--- src/rtl/mux_scan_n_if.sv ---
// mux_scan_n_if: channel-scan bus grouping enable/select/data inputs and strobe/data outputs
interface mux_scan_n_if #(
  parameter int WIDTH    = 4,
  parameter int CHANNELS = 4
);
  localparam int IW = $clog2(CHANNELS);
  logic                      en;
  logic                      mode;
  logic [IW-1:0]             sel;
  logic [CHANNELS*WIDTH-1:0] din;
  logic [WIDTH-1:0]          dout;
  logic [CHANNELS-1:0]       an;
  logic [IW-1:0]             idx;
  logic                      tick;
  logic                      blank;
  modport master (output en, mode, sel, din, input dout, an, idx, tick, blank);
  modport slave  (input en, mode, sel, din, output dout, an, idx, tick, blank);
endinterface

--- src/rtl/mux_scan_n.sv ---
// mux_scan_n: prescaled channel scanner with manual select; leading-zero blanking under MUX_SCAN_N_LZ_BLANK_EN
module mux_scan_n #(
  parameter int WIDTH    = 4,
  parameter int CHANNELS = 4,
  parameter int DIV      = 100000
) (
  input logic clk,
  input logic rst,
  mux_scan_n_if.slave io
);
  localparam int IW = $clog2(CHANNELS);
  localparam int CW = $clog2(DIV);
  localparam logic [CW-1:0] TOP  = CW'(DIV - 1);
  localparam logic [IW-1:0] LAST = IW'(CHANNELS - 1);
  logic [CW-1:0]    cnt;
  logic             term;
  logic             lz;
  logic [IW-1:0]    pick;
  logic [WIDTH-1:0] ch [CHANNELS];
  assign term = io.en && cnt == TOP;
  assign pick = io.sel > LAST ? LAST : io.sel;
  // unpack the flat channel bus
  always_comb
    for (int k = 0; k < CHANNELS; k++) ch[k] = io.din[k*WIDTH +: WIDTH];
  // prescaler, channel index and the data/strobe registers that trail idx by one cycle
  always_ff @(posedge clk)
    if (rst) begin
      cnt     <= '0;
      io.idx  <= '0;
      io.dout <= '0;
      io.an   <= '1;
      io.tick <= 1'b0;
    end else begin
      io.tick <= term;
      if (io.en) begin
        cnt     <= term ? '0 : cnt + 1'b1;
        io.idx  <= io.mode ? pick : term ? (io.idx == LAST ? '0 : io.idx + 1'b1) : io.idx;
        io.dout <= ch[io.idx];
      end
      io.an <= io.en && !lz ? ~(CHANNELS'(1) << io.idx) : '1;
    end
`ifdef MUX_SCAN_N_LZ_BLANK_EN
  logic [CHANNELS-1:0] zero_up;
  logic                z;
  // zero_up[k]: channel k and every higher channel are zero
  always_comb begin
    z = 1'b1;
    zero_up = '0;
    for (int k = CHANNELS - 1; k >= 0; k--) begin
      z = z && ch[k] == '0;
      zero_up[k] = z;
    end
  end
  assign lz = io.idx != '0 && zero_up[io.idx];
  // blank is registered alongside dout/an and frozen with them when disabled
  always_ff @(posedge clk)
    if (rst) io.blank <= 1'b0;
    else if (io.en) io.blank <= lz;
`else
  assign lz = 1'b0;
  assign io.blank = 1'b0;
`endif
endmodule

--- src/flat_wrapper.sv ---
// flat-port wrapper written by rule: the top's interface ports become plain ports
module mux_scan_n_flat 
#(
  parameter int WIDTH    = 4,
  parameter int CHANNELS = 4,
  parameter int DIV      = 100000
)
  (clk, rst, io_en, io_mode, io_sel, io_din, io_dout, io_an, io_idx, io_tick, io_blank);
  mux_scan_n_if #(.WIDTH(WIDTH), .CHANNELS(CHANNELS)) io_i ();
  input logic clk;
  input logic rst;
  input wire logic [$bits(io_i.en)-1:0] io_en;
  input wire logic [$bits(io_i.mode)-1:0] io_mode;
  input wire logic [$bits(io_i.sel)-1:0] io_sel;
  input wire logic [$bits(io_i.din)-1:0] io_din;
  output wire logic [$bits(io_i.dout)-1:0] io_dout;
  output wire logic [$bits(io_i.an)-1:0] io_an;
  output wire logic [$bits(io_i.idx)-1:0] io_idx;
  output wire logic [$bits(io_i.tick)-1:0] io_tick;
  output wire logic [$bits(io_i.blank)-1:0] io_blank;
  assign io_i.en = io_en;
  assign io_i.mode = io_mode;
  assign io_i.sel = io_sel;
  assign io_i.din = io_din;
  assign io_dout = io_i.dout;
  assign io_an = io_i.an;
  assign io_idx = io_i.idx;
  assign io_tick = io_i.tick;
  assign io_blank = io_i.blank;
  mux_scan_n #(.WIDTH(WIDTH), .CHANNELS(CHANNELS), .DIV(DIV)) u_core (.clk(clk), .rst(rst), .io(io_i));
endmodule
--- config.mk ---
export PLATFORM = sky130hd
export DESIGN_NAME = mux_scan_n_flat
export DESIGN_NICKNAME = d
export VERILOG_FILES = /design/src/rtl/mux_scan_n_if.sv /design/src/rtl/mux_scan_n.sv /design/src/flat_wrapper.sv
export SDC_FILE = /design/constraint.sdc
export NUM_CORES = 1
export LEC_CHECK = 0
export CAP_MARGIN = 20
export CORE_MARGIN = 2
export CORE_UTILIZATION = 40
export DETAILED_ROUTE_END_ITERATION = 7
export HOLD_SLACK_MARGIN = 0.06
export PLACE_DENSITY = 0.71
export SYNTH_ARGS = -nofsm -noshare
export SYNTH_HDL_FRONTEND = slang
export SYNTH_SLANG_ARGS = --single-unit
--- constraint.sdc ---
create_clock -name clk -period 2.1 [get_ports clk]
set_clock_uncertainty 0.15 [all_clocks]
set_input_delay 0.525 -clock clk [delete_from_list [all_inputs] [get_ports clk]]
set_output_delay 0.525 -clock clk [all_outputs]
set_load 0.05 [all_outputs]
==> impl_metrics.ini, run 1 <==
[cts]
cts_max_path_buffers = 2
post_cts_buffers = 0
numCtsBuffers = 3
h-tree-depth = 1
cts.sink_count = 28
holdBufCountCts = 0
cts_root_buf = clkbuf_4
cts-resized-gates = 0
cts_tree = yes
clk_pin_slew_ns = 0.14
clock_latency_ns = 0.33

[synthesis]
avgSynthCellArea_um2 = 10.3
yosysSeqAreaShare_pct = 38.5
yosysWarnings = 0
synth_cells = 141
synth_area_leader_cell = dfxtp_1
synth-seq-cells = 28
netlist_area_um2 = 1460
synth_top_area_share_pct = 38.5
ys_types = 34
synth-edff-count = 0
synthArstFlopShare_pct = 0
syn_nets = 168
synthTopCellsByArea = dfxtp_1 (38%), mux4_2 (6.2%), ha_1 (4.3%), nor2_2 (4.3%), xnor2_1 (4.2%)
synth_ff_type = dfxtp_1
synth.cells.most_frequent = dfxtp_1 (28), nand2_1 (13), nor2_1 (13)
synth.most_common_cell = dfxtp_1

[critical_path]
crit_type = reg2reg
reg2reg_slack_ns = 0.18
crit_required_ns = 2.17
r2r-end = u_core.cnt[1]
cp_max_fo = 16
rr_worst_depth = 4
cp_data_arrival_time_ns = 1.99
end_kind = flip-flop
r2r_start = u_core.cnt[5]
start_kind = flip-flop

[detailed_routing]
wl_per_cell_um = 13.0
routed_via_density = 5.08
vias = 1168
ant_nets = 0
drc_errors = 0
wirelength_um = 2980
first_pass_iters = 4
drt_iter0_markers = 28

[floorplanning]
initial_utilization_pct = 42.6
die_area_um2 = 4140
coreArea_um2 = 3420
dieWidth_um = 64.3
ios = 34
die_h_um = 64.3
rows = 21

[worst_hold_path]
hold_class = reg2reg
min_to = u_core.cnt[16]
hold_depth = 2
holdCritStartpoint = u_core.cnt[16]

[global_route]
grt_pass1_vias = 1156
grt_pass1_wl_um = 5110
antenna_found_initial = 0
grt_start_max_net_pins = 17
grt_usage_pct = 15.3
grt.overflow.total = 0

[timing]
slew_viol_final = 0
period_share_pct = 91.3
tns_ns = 0
hold_viol = 0
min_period_ns = 1.92
rsz0062_at_grt = false
setup_viol = 0
max_freq_mhz = 522

[placed_design]
postPlaceCellArea_um2 = 1860
port_buffers = 32
gp_congestion = 0.815
place_hpwl_um = 2320

[final_layout]
antenna_cells = 0
fin_util_pct = 55.5
nets = 212
finalInstanceArea_um2 = 1890
drive_gt1_share_pct = 27.2
syn2layout_area_growth_pct = 30.1

[pwr]
p_per_area_nw_per_um2 = 534
p_leak_nw = 0.696
power_w = 0.00101
peakVddDrop_mv = 0.456

[outcome]
status = completed

[job]
drv_cap = 0
[worst max-delay path by stage]
stage               cells past startpoint           endpoint             start
floorplan                               4  u_core.io.dout[0]  u_core.io.idx[0]
global placement                        5      u_core.cnt[1]             io_en
detailed placement                      5      u_core.cnt[1]             io_en
CTS                                     4      u_core.cnt[1]     u_core.cnt[8]
global route                            4      u_core.cnt[1]     u_core.cnt[5]
finish                                  4      u_core.cnt[1]     u_core.cnt[5]
[logic make-up (layout without fill, tap and decap cells)]
logic type	Yosys count	in the layout	synth area share [%]
other cells	1	1	0.257
flops	28	28	38.5
mux	9	9	9.62
buf+inv	9	52	5.41
compound gates	13	13	7.82
fa+ha+maj	5	5	4.30
simple gates	63	63	26.3
xor+xnor	13	13	7.82
[state kept, by name, summed over array words and instances, names as in the netlist]
signal          flops
u_core.io.tick      1
u_core.io.idx       2
u_core.io.dout      4
u_core.io.an        4
u_core.cnt         17
[power by group]
group          switching (W)  internal (W)
Combinational      0.0000956     0.0000966
Sequential         0.0000142      0.000546
Clock               0.000154      0.000106
[layout make-up]
class | count | area, um2
fill | 306 | 1520
timing repair buffer | 44 | 408
sequential | 28 | 561
inverter | 4 | 15.0
clock buffer | 4 | 36.3
tap | 46 | 57.6
multi-input combinational | 104 | 817
[metal layers]
layer / global-route usage, % / wire length [um] / up-vias
met4: 1.60 / 17 / 0
met5: 0 / 0 / -
met3: 5.46 / 283 / 4
met1: 18.1 / 1360 / 536
met2: 27.3 / 1320 / 36
li1: - / - / 592
[critical path, cell delays in order, from the launching register on]
cell     delay, ns
dfxtp_1       0.38
or4b_4        0.59
nor4_4        0.27
a21o_4        0.30
o32ai_1       0.12
[stage by stage]
step                setup slack [ns]  hold WS, ns  cells
floorplan                      0.242        0.300    141
global placement             -0.0906        0.316    226
detailed placement            -0.144        0.334    226
CTS                            0.155        0.353    230
global route                  0.0710        0.397    230
finish                         0.183        0.350    230
[cell usage in the layout, fill, tap and decap left out, types with 2 or more instances in the layout]
master and n:
ha_1 5, buf_12 2, nor2_2 10, nand2_1 13
clkbuf_4 3, dfxtp_1 28, a21oi_1 3, nand4_1 7
nor4_1 2, clkdlybuf4s50_1 21, mux2i_1 5, nor2_1 13
or4_1 2, nand3_1 4, a221oi_1 2, o31ai_1 3
nor3_1 4, mux4_2 4, a211oi_2 2, xor2_1 6
buf_4 21, xnor2_1 7, inv_1 4
No activity file was read; power rests on OpenSTA's default activity.
==> inputs of run 2 (changes only) <==
Settings changed: CELL_PAD_IN_SITES_DETAIL_PLACEMENT from default to 1, CELL_PAD_IN_SITES_GLOBAL_PLACEMENT from default to 1, CORE_UTILIZATION 40 to 38, PLACE_DENSITY 0.71 to 0.84, TNS_END_PERCENT from default to 100.
==> impl_metrics.ini, run 2 (same netlist as run 1, synthesis figures left out) <==
[outcome]
status = completed

[final_layout]
largest_reg_flops = 17
drive_gt1_share_pct = 26.4
antenna_cells = 0
finalInstanceArea_um2 = 1900
syn2layout_area_growth_pct = 30.5
reg_top3 = u_core.cnt x17, u_core.io.an x4, u_core.io.dout x4
nets = 210
top_register = u_core.cnt
final_common_cell = dfxtp_1
layout_common_cells = dfxtp_1 (28), clkdlybuf4s50_1 (21), buf_4 (19)

[global_route]
antenna_found_initial = 0
grt_pass1_wl_um = 6270
grt_pass1_vias = 1327
grt_start_max_net_pins = 17
grt_usage_pct = 18.9
grt.overflow.total = 0

[placed_design]
port_buffers = 32
gp_congestion = 0.803
place_hpwl_um = 2940
postPlaceCellArea_um2 = 1850

[critical_path]
r2r_start = u_core.cnt[5]
worst-path-buf-inv = 1
cp_max_fo = 16
worstPathCellList = clkdlybuf4s50_1 -> nand3_1 -> nor3_4 -> a21o_4 -> o32ai_1
cp_data_arrival_time_ns = 2.01
rr_worst_depth = 4
reg2reg_slack_ns = 0.14
path_delay_family = buffers and inverters
slowest_stage = clkdlybuf4s50_1
crit_required_ns = 2.11
start_kind = primary input
crit_type = in2reg
end_kind = flip-flop
r2r-end = u_core.cnt[1]
cp_slowest_stage_delay_ns = 0.51

[worst_hold_path]
hold_class = reg2reg
holdCritStartpoint = u_core.cnt[16]
hold_depth = 2
min_to = u_core.cnt[16]

[pwr]
p_per_area_nw_per_um2 = 578
p_leak_nw = 0.695
peakVddDrop_mv = 0.461

[floorplanning]
coreArea_um2 = 3660
rows = 22
die_h_um = 65.9
dieWidth_um = 65.9
ios = 34
die_area_um2 = 4340
initial_utilization_pct = 39.8

[timing]
setup_viol = 0
rsz0062_at_grt = false
hold_viol = 0
hold_slack_ns = 0.369
min_period_ns = 2.00
max_freq_mhz = 500
slew_viol_final = 0
period_share_pct = 95.2

[cts]
cts_root_buf = clkbuf_8
h-tree-depth = 1
cts_max_path_buffers = 2
cts.sink_count = 28
post_cts_buffers = 0
holdBufCountCts = 0
numCtsBuffers = 3
clock_latency_ns = 0.28
clk_pin_slew_ns = 0.10
cts_tree = yes
cts-resized-gates = 0

[detailed_routing]
wirelength_um = 3810
ant_nets = 0
first_pass_iters = 4
drt_iter0_markers = 29
vias = 1222
wl_per_cell_um = 16.5
drc_errors = 0
routed_via_density = 5.31

[job]
drv_cap = 0
## run 2: cell types whose count changed in the layout (fill, tap and decap cells not counted), sizes merged
cell | previous run | this run
buf | 23 | 21
## run 2: how the worst max path moves through the flow
stage,from,endpoint,depth (start not counted)
3_5_place_dp,io_en,u_core.cnt[1],5
2_1_floorplan,u_core.io.idx[0],u_core.io.dout[0],4
3_3_place_gp,io_en,u_core.cnt[1],5
4_1_cts,io_en,u_core.cnt[1],5
6_report,io_en,u_core.cnt[1],5
5_1_grt,io_en,u_core.cnt[1],5
## run 2: metal layers
layer | vias up | part of all wire [%] | track usage [%]
met5 | - | 0 | 0
li1 | 588 | - | -
met3 | 4 | 6.1 | 4.60
met1 | 593 | 38 | 19.3
met2 | 37 | 55 | 37.8
met4 | 0 | 1.1 | 4.17
## run 2: per-stage QoR
stage	utilization (%)	instances	total power, W	worst slack (ns)	TNS, ns
5_1_grt	51.9	230	0.00115	0.0218	0
4_1_cts	51.9	230	0.00111	0.0866	0
3_3_place_gp	50.4	226	0.000758	-0.0836	-0.471
3_5_place_dp	50.4	226	0.000770	-0.223	-2.13
6_report	51.9	230	0.00110	0.100	0
2_1_floorplan	-	141	0.000685	0.242	0
## run 2: report_power, final
part           switching [W]  internal, W
Combinational      0.0000986    0.0000958
Sequential         0.0000167     0.000545
Clock               0.000173     0.000168
## run 2: layout make-up
class	instances	area (um2)
multi-input combinational	104	817
sequential	28	561
tap	48	60.1
timing repair buffer	42	393
inverter	4	15.0
fill	414	1760
clock buffer	4	55.1
## run 2: worst min-delay path: cells and delay by family, from the launching register on
| kind | cells | cell delay, ns |
|---|---|---|
| compound gates | 2 | 0.14 |
| flops | 1 | 0.34 |
